File: config.mk
export PLATFORM = sky130hd
export DESIGN_NAME = mips_encoder_flat
export DESIGN_NICKNAME = d
export VERILOG_FILES = /design/src/rtl/mips_encoder_if.sv /design/src/rtl/mips_encoder.sv /design/src/flat_wrapper.sv
export SDC_FILE = /design/constraint.sdc
export NUM_CORES = 1
export LEC_CHECK = 0
export CORE_MARGIN = 5
export CORE_UTILIZATION = 52
export DETAILED_ROUTE_END_ITERATION = 10
export PLACE_DENSITY = 0.84
export SYNTH_ARGS = -nofsm -noshare
export SYNTH_HDL_FRONTEND = slang
export SYNTH_SLANG_ARGS = --single-unit
File: constraint.sdc
create_clock -name clk -period 3.3 [get_ports clk]
set_clock_uncertainty 0.2 [all_clocks]
set_input_delay 0.66 -clock clk [delete_from_list [all_inputs] [get_ports clk]]
set_output_delay 0.66 -clock clk [all_outputs]
set_load 0.005 [all_outputs]
File: src/rtl/mips_encoder_if.sv
// Request/response bundle between an instruction producer and the MIPS encoder.
// The producer drives in_* and out_ready; the encoder drives the rest.
interface mips_encoder_if;
    logic        in_valid;
    logic        in_ready;
    logic [3:0]  in_kind;
    logic [4:0]  in_rs;
    logic [4:0]  in_rt;
    logic [4:0]  in_rd;
    logic [15:0] in_imm;
    logic [25:0] in_target;
    logic        out_valid;
    logic        out_ready;
    logic [31:0] out_instr;
    logic        illegal;
    logic [15:0] enc_count;

    modport master (
        output in_valid,
        output in_kind,
        output in_rs,
        output in_rt,
        output in_rd,
        output in_imm,
        output in_target,
        output out_ready,
        input  in_ready,
        input  out_valid,
        input  out_instr,
        input  illegal,
        input  enc_count
    );

    modport slave (
        input  in_valid,
        input  in_kind,
        input  in_rs,
        input  in_rt,
        input  in_rd,
        input  in_imm,
        input  in_target,
        input  out_ready,
        output in_ready,
        output out_valid,
        output out_instr,
        output illegal,
        output enc_count
    );
endinterface

File: src/rtl/mips_encoder.sv
// Encodes mnemonic/field requests into 32-bit MIPS words behind a 2-entry
// output FIFO; illegal kinds are consumed and flagged but never enqueued.
module mips_encoder (
    input  logic        clk,
    input  logic        reset,
    mips_encoder_if.slave bus
);

    logic [31:0] r_mem [2];
    logic        r_wr_ptr;
    logic        r_rd_ptr;
    logic [1:0]  r_occ;
    logic        r_armed;
    logic        r_illegal;
    logic [15:0] r_count;

    logic        w_accept;
    logic        w_pop;
    logic        w_push;
    logic        w_legal;
    logic [31:0] w_word;

    always_comb begin
        w_word  = '0;
        w_legal = 1'b1;
        unique case (bus.in_kind)
            4'd0:  w_word = {6'h00, bus.in_rs, bus.in_rt, bus.in_rd, 5'd0, 6'h20};
            4'd1:  w_word = {6'h00, bus.in_rs, bus.in_rt, bus.in_rd, 5'd0, 6'h22};
            4'd2:  w_word = {6'h00, bus.in_rs, bus.in_rt, bus.in_rd, 5'd0, 6'h24};
            4'd3:  w_word = {6'h00, bus.in_rs, bus.in_rt, bus.in_rd, 5'd0, 6'h25};
            4'd4:  w_word = {6'h00, bus.in_rs, bus.in_rt, bus.in_rd, 5'd0, 6'h2A};
            4'd5:  w_word = {6'h23, bus.in_rs, bus.in_rt, bus.in_imm};
            4'd6:  w_word = {6'h2B, bus.in_rs, bus.in_rt, bus.in_imm};
            4'd7:  w_word = {6'h04, bus.in_rs, bus.in_rt, bus.in_imm};
            4'd8:  w_word = {6'h08, bus.in_rs, bus.in_rt, bus.in_imm};
            4'd9:  w_word = {6'h09, bus.in_rs, bus.in_rt, bus.in_imm};
            4'd10: w_word = {6'h02, bus.in_target};
            4'd11: w_word = {6'h0F, 5'd0, bus.in_rt, bus.in_imm};
            4'd12: w_word = {6'h0D, bus.in_rs, bus.in_rt, bus.in_imm};
            default: w_legal = 1'b0;
        endcase
    end

    // r_armed keeps in_ready low until the first edge out of reset
    assign bus.in_ready  = r_armed & (r_occ != 2'd2);
    assign bus.out_valid = (r_occ != 2'd0);
    assign bus.out_instr = bus.out_valid ? r_mem[r_rd_ptr] : 32'h0;
    assign bus.illegal   = r_illegal;
    assign bus.enc_count = r_count;

    assign w_accept = bus.in_valid & bus.in_ready;
    assign w_pop    = bus.out_valid & bus.out_ready;
    assign w_push   = w_accept & w_legal;

    always_ff @(posedge clk or negedge reset) begin
        if (!reset) begin
            r_mem[0]  <= '0;
            r_mem[1]  <= '0;
            r_wr_ptr  <= 1'b0;
            r_rd_ptr  <= 1'b0;
            r_occ     <= 2'd0;
            r_armed   <= 1'b0;
            r_illegal <= 1'b0;
            r_count   <= '0;
        end else begin
            r_armed   <= 1'b1;
            r_illegal <= w_accept & ~w_legal;
            if (w_push) begin
                r_mem[r_wr_ptr] <= w_word;
                r_wr_ptr        <= ~r_wr_ptr;
                if (r_count != 16'hFFFF) begin
                    r_count <= r_count + 16'd1;
                end
            end
            if (w_pop) begin
                r_rd_ptr <= ~r_rd_ptr;
            end
            r_occ <= r_occ + {1'b0, w_push} - {1'b0, w_pop};
        end
    end

endmodule

File: src/flat_wrapper.sv
// flat-port wrapper written by rule: the top's interface ports become plain ports
module mips_encoder_flat 
  (clk, reset, bus_in_valid, bus_in_kind, bus_in_rs, bus_in_rt, bus_in_rd, bus_in_imm, bus_in_target, bus_out_ready, bus_in_ready, bus_out_valid, bus_out_instr, bus_illegal, bus_enc_count);
  mips_encoder_if bus_i ();
  input  logic clk;
  input  logic reset;
  input wire logic [$bits(bus_i.in_valid)-1:0] bus_in_valid;
  input wire logic [$bits(bus_i.in_kind)-1:0] bus_in_kind;
  input wire logic [$bits(bus_i.in_rs)-1:0] bus_in_rs;
  input wire logic [$bits(bus_i.in_rt)-1:0] bus_in_rt;
  input wire logic [$bits(bus_i.in_rd)-1:0] bus_in_rd;
  input wire logic [$bits(bus_i.in_imm)-1:0] bus_in_imm;
  input wire logic [$bits(bus_i.in_target)-1:0] bus_in_target;
  input wire logic [$bits(bus_i.out_ready)-1:0] bus_out_ready;
  output wire logic [$bits(bus_i.in_ready)-1:0] bus_in_ready;
  output wire logic [$bits(bus_i.out_valid)-1:0] bus_out_valid;
  output wire logic [$bits(bus_i.out_instr)-1:0] bus_out_instr;
  output wire logic [$bits(bus_i.illegal)-1:0] bus_illegal;
  output wire logic [$bits(bus_i.enc_count)-1:0] bus_enc_count;
  assign bus_i.in_valid = bus_in_valid;
  assign bus_i.in_kind = bus_in_kind;
  assign bus_i.in_rs = bus_in_rs;
  assign bus_i.in_rt = bus_in_rt;
  assign bus_i.in_rd = bus_in_rd;
  assign bus_i.in_imm = bus_in_imm;
  assign bus_i.in_target = bus_in_target;
  assign bus_i.out_ready = bus_out_ready;
  assign bus_in_ready = bus_i.in_ready;
  assign bus_out_valid = bus_i.out_valid;
  assign bus_out_instr = bus_i.out_instr;
  assign bus_illegal = bus_i.illegal;
  assign bus_enc_count = bus_i.enc_count;
  mips_encoder u_core (.clk(clk), .reset(reset), .bus(bus_i));
endmodule
==> Word level (Yosys, flattened, before mapping) <==
Cells that the tools add are included.
{ "op_classes": {"addsub": 3, "n_lt_le_gt_ge": 3, "n_eq_ne": 14, "mux": 9, "n_bitwise": 10, "n_reduce_logical": 5} }
{ "op_table": {"columns": ["operator", "n"], "rows": [
  ["$pmux W32 S13", 1],
  ["$mux W32", 5],
  ["$bwmux W64", 1],
  ["$demux W32 S1", 1],
  ["$eq A4 B4 Y1 const B", 5],
  ["$add A16 B1 Y16 const B", 1],
  ["$eq A4 B3 Y1 const B", 4],
  ["$ne A16 B16 Y1 const B", 1],
  ["$reduce_or A13 Y1", 1],
  ["$eq A4 B2 Y1 const B", 2],
  ["$and A1 B1 Y1", 5],
  ["$eq A4 B1 Y1 const B", 1],
  ["$ge A2 B2 Y1 const B", 2],
  ["$logic_not A4 Y1", 1],
  ["$not A1 Y2", 2],
  ["$not A1 Y1", 3],
  ["$add A2 B1 Y2", 1],
  ["$lt A2 B1 Y1 const B", 1],
  ["$ne A2 B2 Y1 const B", 1],
  ["$reduce_and A2 Y1", 1],
  ["$reduce_bool A2 Y1", 1],
  ["$sub A2 B1 Y2", 1],
  ["$logic_and A1 B1 Y1", 1],
  ["$mux W1", 1]
]} }
{ "word_totals": {"regBits": 86, "in_bits": 65, "out_inout_bits": 51, "word_cells": 52} }

==> Longest topological paths before layout <==
Gate-level depths: netlist of run 1.
{ "depth": {"word_depth": 6, "mapped_depth": 7, "ltp_nobuf": 6} }

==> Least setup slack after synthesis of run 1 <==
Ideal clock, no wire load.
{ "synth_path": {"path_type": "input to register", "from": "input bus_in_kind[0]", "to": "register u_core.r_count[15] (netlist: u_core.bus.enc_count[15])", "setup_ps": 125, "arrival_time_ps": 1801, "required_time_ps": 2975, "path_slack_ps": 1175, "stages": 5, "n_path_buf": 0, "cell_sequence": "nor2_2 o2111a_1 nand4_1 nor3_1 mux2_2"} }
{ "synth_between": {"elab_chain_len": 5, "word_cells_on_any_way": 17, "classes_between": "eq/ne: 12; mux: 1; bitwise: 1; reduce/logical: 3"} }
{ "synth_lines": {"columns": ["element", "line", "text"], "rows": [
  ["start: declaration", "flat_wrapper.sv:8", "input wire logic [$bits(bus_i.in_kind)-1:0] bus_in_kind;"],
  ["$eq A4 B1 Y1, or another cell as far along", "mips_encoder.sv:26", "unique case (bus.in_kind)"],
  ["$reduce_or A13 Y1 (no line) *", null, null],
  ["$mux W1 *", "mips_encoder.sv:26", null],
  ["$and A1 B1 Y1 *", "mips_encoder.sv:53", "assign w_push = w_accept & w_legal;"],
  ["$reduce_and A2 Y1 (no line) *", null, null],
  ["end signal: assignment", "mips_encoder.sv:72", "r_count <= r_count + 16'd1;"],
  ["end: declaration", "mips_encoder.sv:15", "logic [15:0] r_count;"]
]} }
Mark *: on every way between the ends. The rest lies on a longest branch, timed or not.
A chain may end at the register's enable or synchronous reset.

==> Worst setup path after layout of run 1 <==
{ "layout_path": {"from": "register u_core.r_rd_ptr", "to": "output bus_out_instr[16]"} }
{ "layout_between": {"elab_chain_len": 5} }
{ "layout_lines": {"columns": ["element", "line", "text"], "rows": [
  ["start: declaration", "mips_encoder.sv:11", "logic r_rd_ptr;"],
  ["start signal: assignment", "mips_encoder.sv:76", "r_rd_ptr <= ~r_rd_ptr;"],
  ["$not A1 Y2 (implied by the code)", "mips_encoder.sv:47", "assign bus.out_instr = bus.out_valid ? r_mem[r_rd_ptr] : 32'h0;"],
  ["$mux W32 (implied by the code) (3 in series)", "mips_encoder.sv:47", null],
  ["$mux W32", "mips_encoder.sv:47", null],
  ["end: declaration", "flat_wrapper.sv:17", "output wire logic [$bits(bus_i.out_instr)-1:0] bus_out_instr;"]
]} }
Every way passes these cells. The select of a mux whose other input is x is not followed.

==> results.py, run 1 <==
metrics = {
    "run": {
        "drv_cap": 0,
    },
    "global_route": {
        "grt_pass1_vias": 3685,
        "grt.overflow.total": 0,
        "grt_antenna_before_repair": 0,
        "grt_pass1_wl_um": 17200,
        "grt_max_degree": 85,
        "grt_use_total_pct": 21.4,
    },
    "cells_and_area": {
        "final_nets": 637,
        "area_delta_synth_final_pct": 35.6,
        "final_area_um2": 5760,
        "diodes": 0,
        "layout-drive-gt1-share_pct": 8.70,
    },
    "power_and_ir_drop": {
        "p_int_w": 0.00297,
        "pwr-share-comb_pct": 44.1,
        "ir_worst_vdd_v": 0.000525,
        "p_sw_w": 0.00154,
        "clkPwrFrac_pct": 16.7,
        "leakagePower_nw": 2.52,
        "switching_share_pct": 34.2,
        "seqPwrFrac_pct": 39.1,
        "p_per_area_nw_per_um2": 782,
    },
    "worst_setup_path": {
        "r2r_slack_ns": 1.08,
        "worstReg2RegStart": "u_core.bus.enc_count[0]",
        "r2r-end": "u_core.bus.enc_count[10]",
        "setup.worst_path.end_class": "primary output",
        "crit_path_max_fanout": 22,
        "crit_path_start_kind": "flop",
        "crit_end": "bus_out_instr[16]",
        "reg2reg_depth": 6,
        "worst-endpoint-arrival_ns": 2.20,
        "crit_start": "u_core.r_rd_ptr",
        "worstPathRequired_ns": 2.44,
        "path_class": "reg2out",
    },
    "detailed_routing": {
        "route.met2.wl_um": 5260,
        "firstDrtPassIters": 5,
        "drc_errors": 0,
        "highest_layer": "met4",
        "drt-initial-drc-count": 186,
        "wl_met1_um": 4580,
        "wire_per_inst_um": 15.8,
        "ant_nets": 0,
        "wl_met3_um": 763,
        "vias_per_cell": 5.42,
        "vias": 3687,
        "routed_wl_um": 10700,
    },
    "floorplan": {
        "num_io_pins": 116,
        "start_util_pct": 52.5,
        "die_w_um": 100,
        "core-area_um2": 8090,
        "dieArea_um2": 10100,
        "rows": 33,
        "fp.dieH_um": 100,
    },
    "cts": {
        "numCtsBuffers": 9,
        "clk_latency_ns": 0.35,
        "hold_buffers": 0,
        "clock_tree.buffer_depth": 2,
        "cts_sinks": 84,
        "cts_tree": "done",
        "cts-root-buf": "clkbuf_8",
        "clkTransAtPathRegs_ns": 0.09,
        "postCtsSetupBuffers": 0,
        "cts_resized": 0,
        "htree_levels": 3,
    },
    "synth": {
        "yosysMostFrequentCell": "dfrtp_1",
        "yosysSeqAreaShare_pct": 49.5,
        "synth_common_cells": "dfrtp_1 (84), nor2_1 (74), nand2_1 (46)",
        "synthFlopType": "dfrtp_1",
        "ys_seq_elements": 84,
        "avgSynthCellArea_um2": 9.30,
        "synth_nets": 524,
        "yosysWarningCount": 0,
        "yosysUniqueCellTypes": 44,
        "postSynth.asyncResetShare_pct": 100,
        "synth_edf_count": 0,
        "yosys.area.top_type": "dfrtp_1",
        "synth_cells": 457,
        "synth_area_um2": 4250,
        "ys_top_cells_by_area": "dfrtp_1 (49%), mux2i_1 (7.5%), nor2_1 (6.5%), a21oi_1 (4.5%), o21ai_0 (4.5%)",
        "synth_top_area_share_pct": 49.5,
    },
    "sta": {
        "slew_headroom_pct": 31.0,
        "finalSetupViolCount": 0,
        "period_share_pct": 92.6,
        "rsz0062_at_grt": "no",
        "max_freq_ghz": 0.327,
        "fin_setup_tns_ns": 0,
        "fin_ws_ns": 0.245,
        "maxSlewViolCount": 0,
        "tightest_slew_ns": 1.03,
        "fin_crit_ns": 3.06,
        "hold_viol": 0,
    },
    "worst_hold_path": {
        "hold_class": "in2async",
    },
    "place": {
        "place_congestion": 0.927,
        "place_hpwl_um": 7860,
        "numPortBuffers": 114,
        "post_dp_cell_area_um2": 5550,
        "dp_slack_ns": 0.493,
    },
    "outcome": {
        "status": "completed",
    },
}
layout make-up:
cell class | instances | area (µm²)
inverters | 9 | 33.8
flip-flops and latches | 84 | 2100
fillers | 615 | 2330
multi-input cells | 335 | 1990
repair buffers | 131 | 1290
clock buffers | 10 | 138
clock inverters | 6 | 71.3
well taps | 105 | 131
worst max-delay path: stages, from the launching register on:
cell	delay, ns
dfrtp_2	0.81
buf_4	0.30
mux2i_1	0.22
nor2_1	0.06
clkdlybuf4s50_1	0.44
metrics by stage:
step                      utilization, %  hold WS (ns)  power, W  cells
after floorplan                        -         0.164   0.00272    457
after global placement              68.6         0.260   0.00370    664
after detailed placement            68.6         0.270   0.00379    664
after CTS                           71.2         0.290   0.00456    680
after global routing                71.2         0.305   0.00483    680
final                               71.2         0.257   0.00451    680
cell families after synthesis:
| family | synth area share, % |
|---|---|
| xor+xnor | 4.12 |
| fa+ha+maj | 0.589 |
| simple gates | 17.4 |
| buf+inv | 3.89 |
| mux | 8.60 |
| compound gates | 15.7 |
| other cells | 0.177 |
| flops | 49.5 |
flip-flops by register name, summed over array words and instances, names as in the netlist:
register,count
u_core.r_mem,62
u_core.bus.enc_count,16
u_core.r_occ,2
u_core.bus.illegal,1
u_core.r_armed,1
u_core.r_rd_ptr,1
u_core.r_wr_ptr,1
power by group through the flow:
stage,combinational [W],sequential (W),clock [W]
5_1_grt,0.00219,0.00182,0.000818
2_1_floorplan,0.00107,0.00165,0
6_report,0.00199,0.00176,0.000755
3_3_place_gp,0.00195,0.00175,0
4_1_cts,0.00202,0.00176,0.000768
3_5_place_dp,0.00201,0.00178,0
how the worst min path moves through the flow:
| stage | from | depth (start not counted) | endpoint | slack [ns] |
|---|---|---|---|---|
| after CTS | u_core.r_mem[23] | 2 | u_core.r_mem[23] | 0.29 |
| after detailed placement | u_core.r_mem[26] | 2 | u_core.r_mem[26] | 0.27 |
| after global placement | u_core.r_mem[27] | 2 | u_core.r_mem[27] | 0.26 |
| after global routing | u_core.r_mem[10] | 2 | u_core.r_mem[10] | 0.30 |
| final | reset | 1 | u_core.r_mem[21] | 0.26 |
| after floorplan | reset | 0 | u_core.bus.enc_count[0] | 0.16 |
cell usage in the layout (no fill, tap or decap), types with 3 or more instances in the layout:
cell type | Yosys | final
a21oi_1 | 38 | 38
a222oi_1 | 5 | 5
a22oi_1 | 17 | 17
and2_1 | 5 | 5
buf_4 | 1 | 16
clkbuf_8 | 0 | 10
clkdlybuf4s50_1 | 0 | 113
dfrtp_1 | 84 | 83
inv_1 | 9 | 9
mux2_2 | 4 | 4
mux2i_1 | 32 | 32
nand2_1 | 46 | 45
nand2b_1 | 3 | 3
nand3_1 | 6 | 6
nand4_1 | 5 | 5
nor2_1 | 74 | 73
nor2b_1 | 5 | 4
nor3_1 | 7 | 7
o21ai_0 | 38 | 38
xnor2_1 | 13 | 13
xor2_1 | 7 | 7
per-layer routing:
layer  up-vias  GRT usage (%)
li1       1803              -
met1      1766           26.9
met2       104           35.9
met3        14           6.74
met4         0           5.70
met5         -              0
Power figures use the tool's default switching activity.
==> run 2: changes to the inputs <==
--- a/config.mk
+++ b/config.mk
@@ -6,9 +6,9 @@
 export NUM_CORES = 1
 export LEC_CHECK = 0
 export CORE_MARGIN = 5
-export CORE_UTILIZATION = 52
+export CORE_UTILIZATION = 44
 export DETAILED_ROUTE_END_ITERATION = 10
-export PLACE_DENSITY = 0.84
+export PLACE_DENSITY = 0.76
 export SYNTH_ARGS = -nofsm -noshare
 export SYNTH_HDL_FRONTEND = slang
 export SYNTH_SLANG_ARGS = --single-unit
==> constraint.sdc (replaced) <==
create_clock -name clk -period 2.7 [get_ports clk]
set_clock_uncertainty 0.2 [all_clocks]
set_input_delay 0.54 -clock clk [delete_from_list [all_inputs] [get_ports clk]]
set_output_delay 0.54 -clock clk [all_outputs]
set_load 0.005 [all_outputs]
==> results.py, run 2 (synthesis gave the netlist of run 1 again) <==
metrics = {
    "worst_setup_path": {
        "worst-endpoint-arrival_ns": 1.85,
        "crit_path_start_kind": "flop",
        "crit_end": "bus_out_instr[31]",
        "worstPathRequired_ns": 1.96,
        "path_class": "reg2out",
        "crit_path_max_fanout": 32,
        "reg2reg_depth": 6,
        "worstReg2RegStart": "u_core.bus.enc_count[0]",
        "r2r-end": "u_core.bus.enc_count[10]",
        "r2r_slack_ns": 0.49,
        "setup.worst_path.end_class": "primary output",
        "crit_start": "u_core.r_occ[1]",
    },
    "global_route": {
        "grt.overflow.total": 0,
        "grt_antenna_before_repair": 0,
        "grt_pass1_vias": 3789,
        "grt_pass1_wl_um": 18100,
        "grt_max_degree": 49,
        "grt_use_total_pct": 19.4,
    },
    "cells_and_area": {
        "fillers": 803,
        "layout-drive-gt1-share_pct": 10.1,
        "final_cell_mix": "clkdlybuf4s50_1 (113), dfrtp_1 (83), nor2_1 (73), nand2_1 (45)",
        "final_nets": 647,
        "largest_reg_flops": 62,
        "layout_commonest_cell": "clkdlybuf4s50_1",
        "top_register": "u_core.r_mem",
        "diodes": 0,
        "utilization_pct": 63.9,
        "area_delta_synth_final_pct": 40.2,
    },
    "detailed_routing": {
        "ant_nets": 0,
        "drt-initial-drc-count": 217,
        "routed_wl_um": 11300,
        "firstDrtPassIters": 5,
        "wire_per_inst_um": 15.9,
        "vias_per_cell": 5.26,
        "drc_errors": 0,
        "vias": 3757,
    },
    "power_and_ir_drop": {
        "switching_share_pct": 33.5,
        "p_int_w": 0.00377,
        "seqPwrFrac_pct": 36.6,
        "leakagePower_nw": 2.61,
        "ir_worst_vdd_v": 0.000477,
        "clkPwrFrac_pct": 17.0,
        "p_sw_w": 0.00190,
        "p_per_area_nw_per_um2": 951,
        "pwr-share-comb_pct": 46.4,
    },
    "place": {
        "place_congestion": 0.855,
        "numPortBuffers": 114,
        "place_hpwl_um": 8200,
    },
    "outcome": {
        "status": "completed",
    },
    "sta": {
        "max_freq_ghz": 0.386,
        "rsz0062_at_grt": "no",
        "fin_crit_ns": 2.59,
        "hold_viol": 0,
        "slew_headroom_pct": 44.7,
        "finalSetupViolCount": 0,
        "period_share_pct": 95.9,
        "maxSlewViolCount": 0,
        "tightest_slew_ns": 0.821,
        "fin_setup_tns_ns": 0,
    },
    "cts": {
        "cts_tree": "done",
        "htree_levels": 3,
        "numCtsBuffers": 9,
        "clkTransAtPathRegs_ns": 0.08,
        "clk_latency_ns": 0.34,
        "clock_tree.buffer_depth": 2,
        "cts_sinks": 84,
        "cts-root-buf": "clkbuf_8",
        "cts_resized": 0,
    },
    "floorplan": {
        "core-area_um2": 9330,
        "dieArea_um2": 11700,
        "rows": 35,
        "start_util_pct": 45.6,
        "die_w_um": 108,
        "fp.dieH_um": 108,
        "num_io_pins": 116,
    },
    "run": {
        "drv_cap": 0,
    },
    "worst_hold_path": {
        "hold_class": "reg2reg",
    },
}
run 2: critical path, stage by stage (launching register included):
cell and delay (ns):
dfrtp_1 0.42, nor2_2 0.11, buf_4 0.35, nor2_1 0.11, clkdlybuf4s50_1 0.50
run 2: layout make-up:
class                           instances  area, µm²  area share, %
Clock buffer                           12        165           2.77
Clock inverter                          4       55.1          0.924
Inverter                                9       33.8          0.567
Multi-Input combinational cell        335       1990           33.5
Sequential cell                        84       2100           35.3
Tap cell                              129        161           2.71
Timing Repair Buffer                  141       1440           24.2
run 2: timing repair:
item	in CTS	in global routing
endpoints found under the setup margin	8	0
buffers inserted	3	0
endpoints found under the hold margin	7	0
hold buffers	1	0
run 2: how the worst min path moves through the flow:
stage	cells past startpoint	from	slack, ns	to
finish	2	u_core.r_mem[20]	0.28	u_core.r_mem[20]
global route	2	u_core.r_mem[29]	0.31	u_core.r_mem[29]
CTS	2	u_core.r_mem[20]	0.29	u_core.r_mem[20]
detailed placement	2	u_core.r_mem[28]	0.27	u_core.r_mem[28]
global placement	2	u_core.r_mem[21]	0.26	u_core.r_mem[21]
floorplan	0	reset	0.04	u_core.bus.enc_count[0]
run 2: power by group through the flow:
stage                     clock [W]  sequential, W  combinational [W]
after floorplan                   0        0.00201            0.00131
after detailed placement          0        0.00213            0.00254
final                      0.000964        0.00208            0.00263
after global routing        0.00104        0.00214            0.00291
after CTS                  0.000985        0.00208            0.00267
after global placement            0        0.00210            0.00248
run 2: layer usage:
| layer | vias up | routed length, µm | GRT usage [%] |
|---|---|---|---|
| li1 | 1828 | - | - |
| met4 | 0 | 146 | 5.77 |
| met5 | - | 0 | 0 |
| met3 | 14 | 834 | 5.25 |
| met2 | 113 | 5450 | 32.8 |
| met1 | 1802 | 4900 | 24.4 |
run 2: through the flow:
step / worst slack [ns] / instance area (µm²) / hold slack, ns / power (W) / instances
after floorplan: 0.695 / 4250 / 0.0444 / 0.00332 / 457
after global placement: 0.136 / 5680 / 0.261 / 0.00457 / 694
after detailed placement: 0.0239 / 5680 / 0.271 / 0.00468 / 694
after CTS: 0.0772 / 5960 / 0.290 / 0.00573 / 714
after global routing: 0.0277 / 5960 / 0.310 / 0.00609 / 714
final: 0.109 / 5960 / 0.285 / 0.00567 / 714
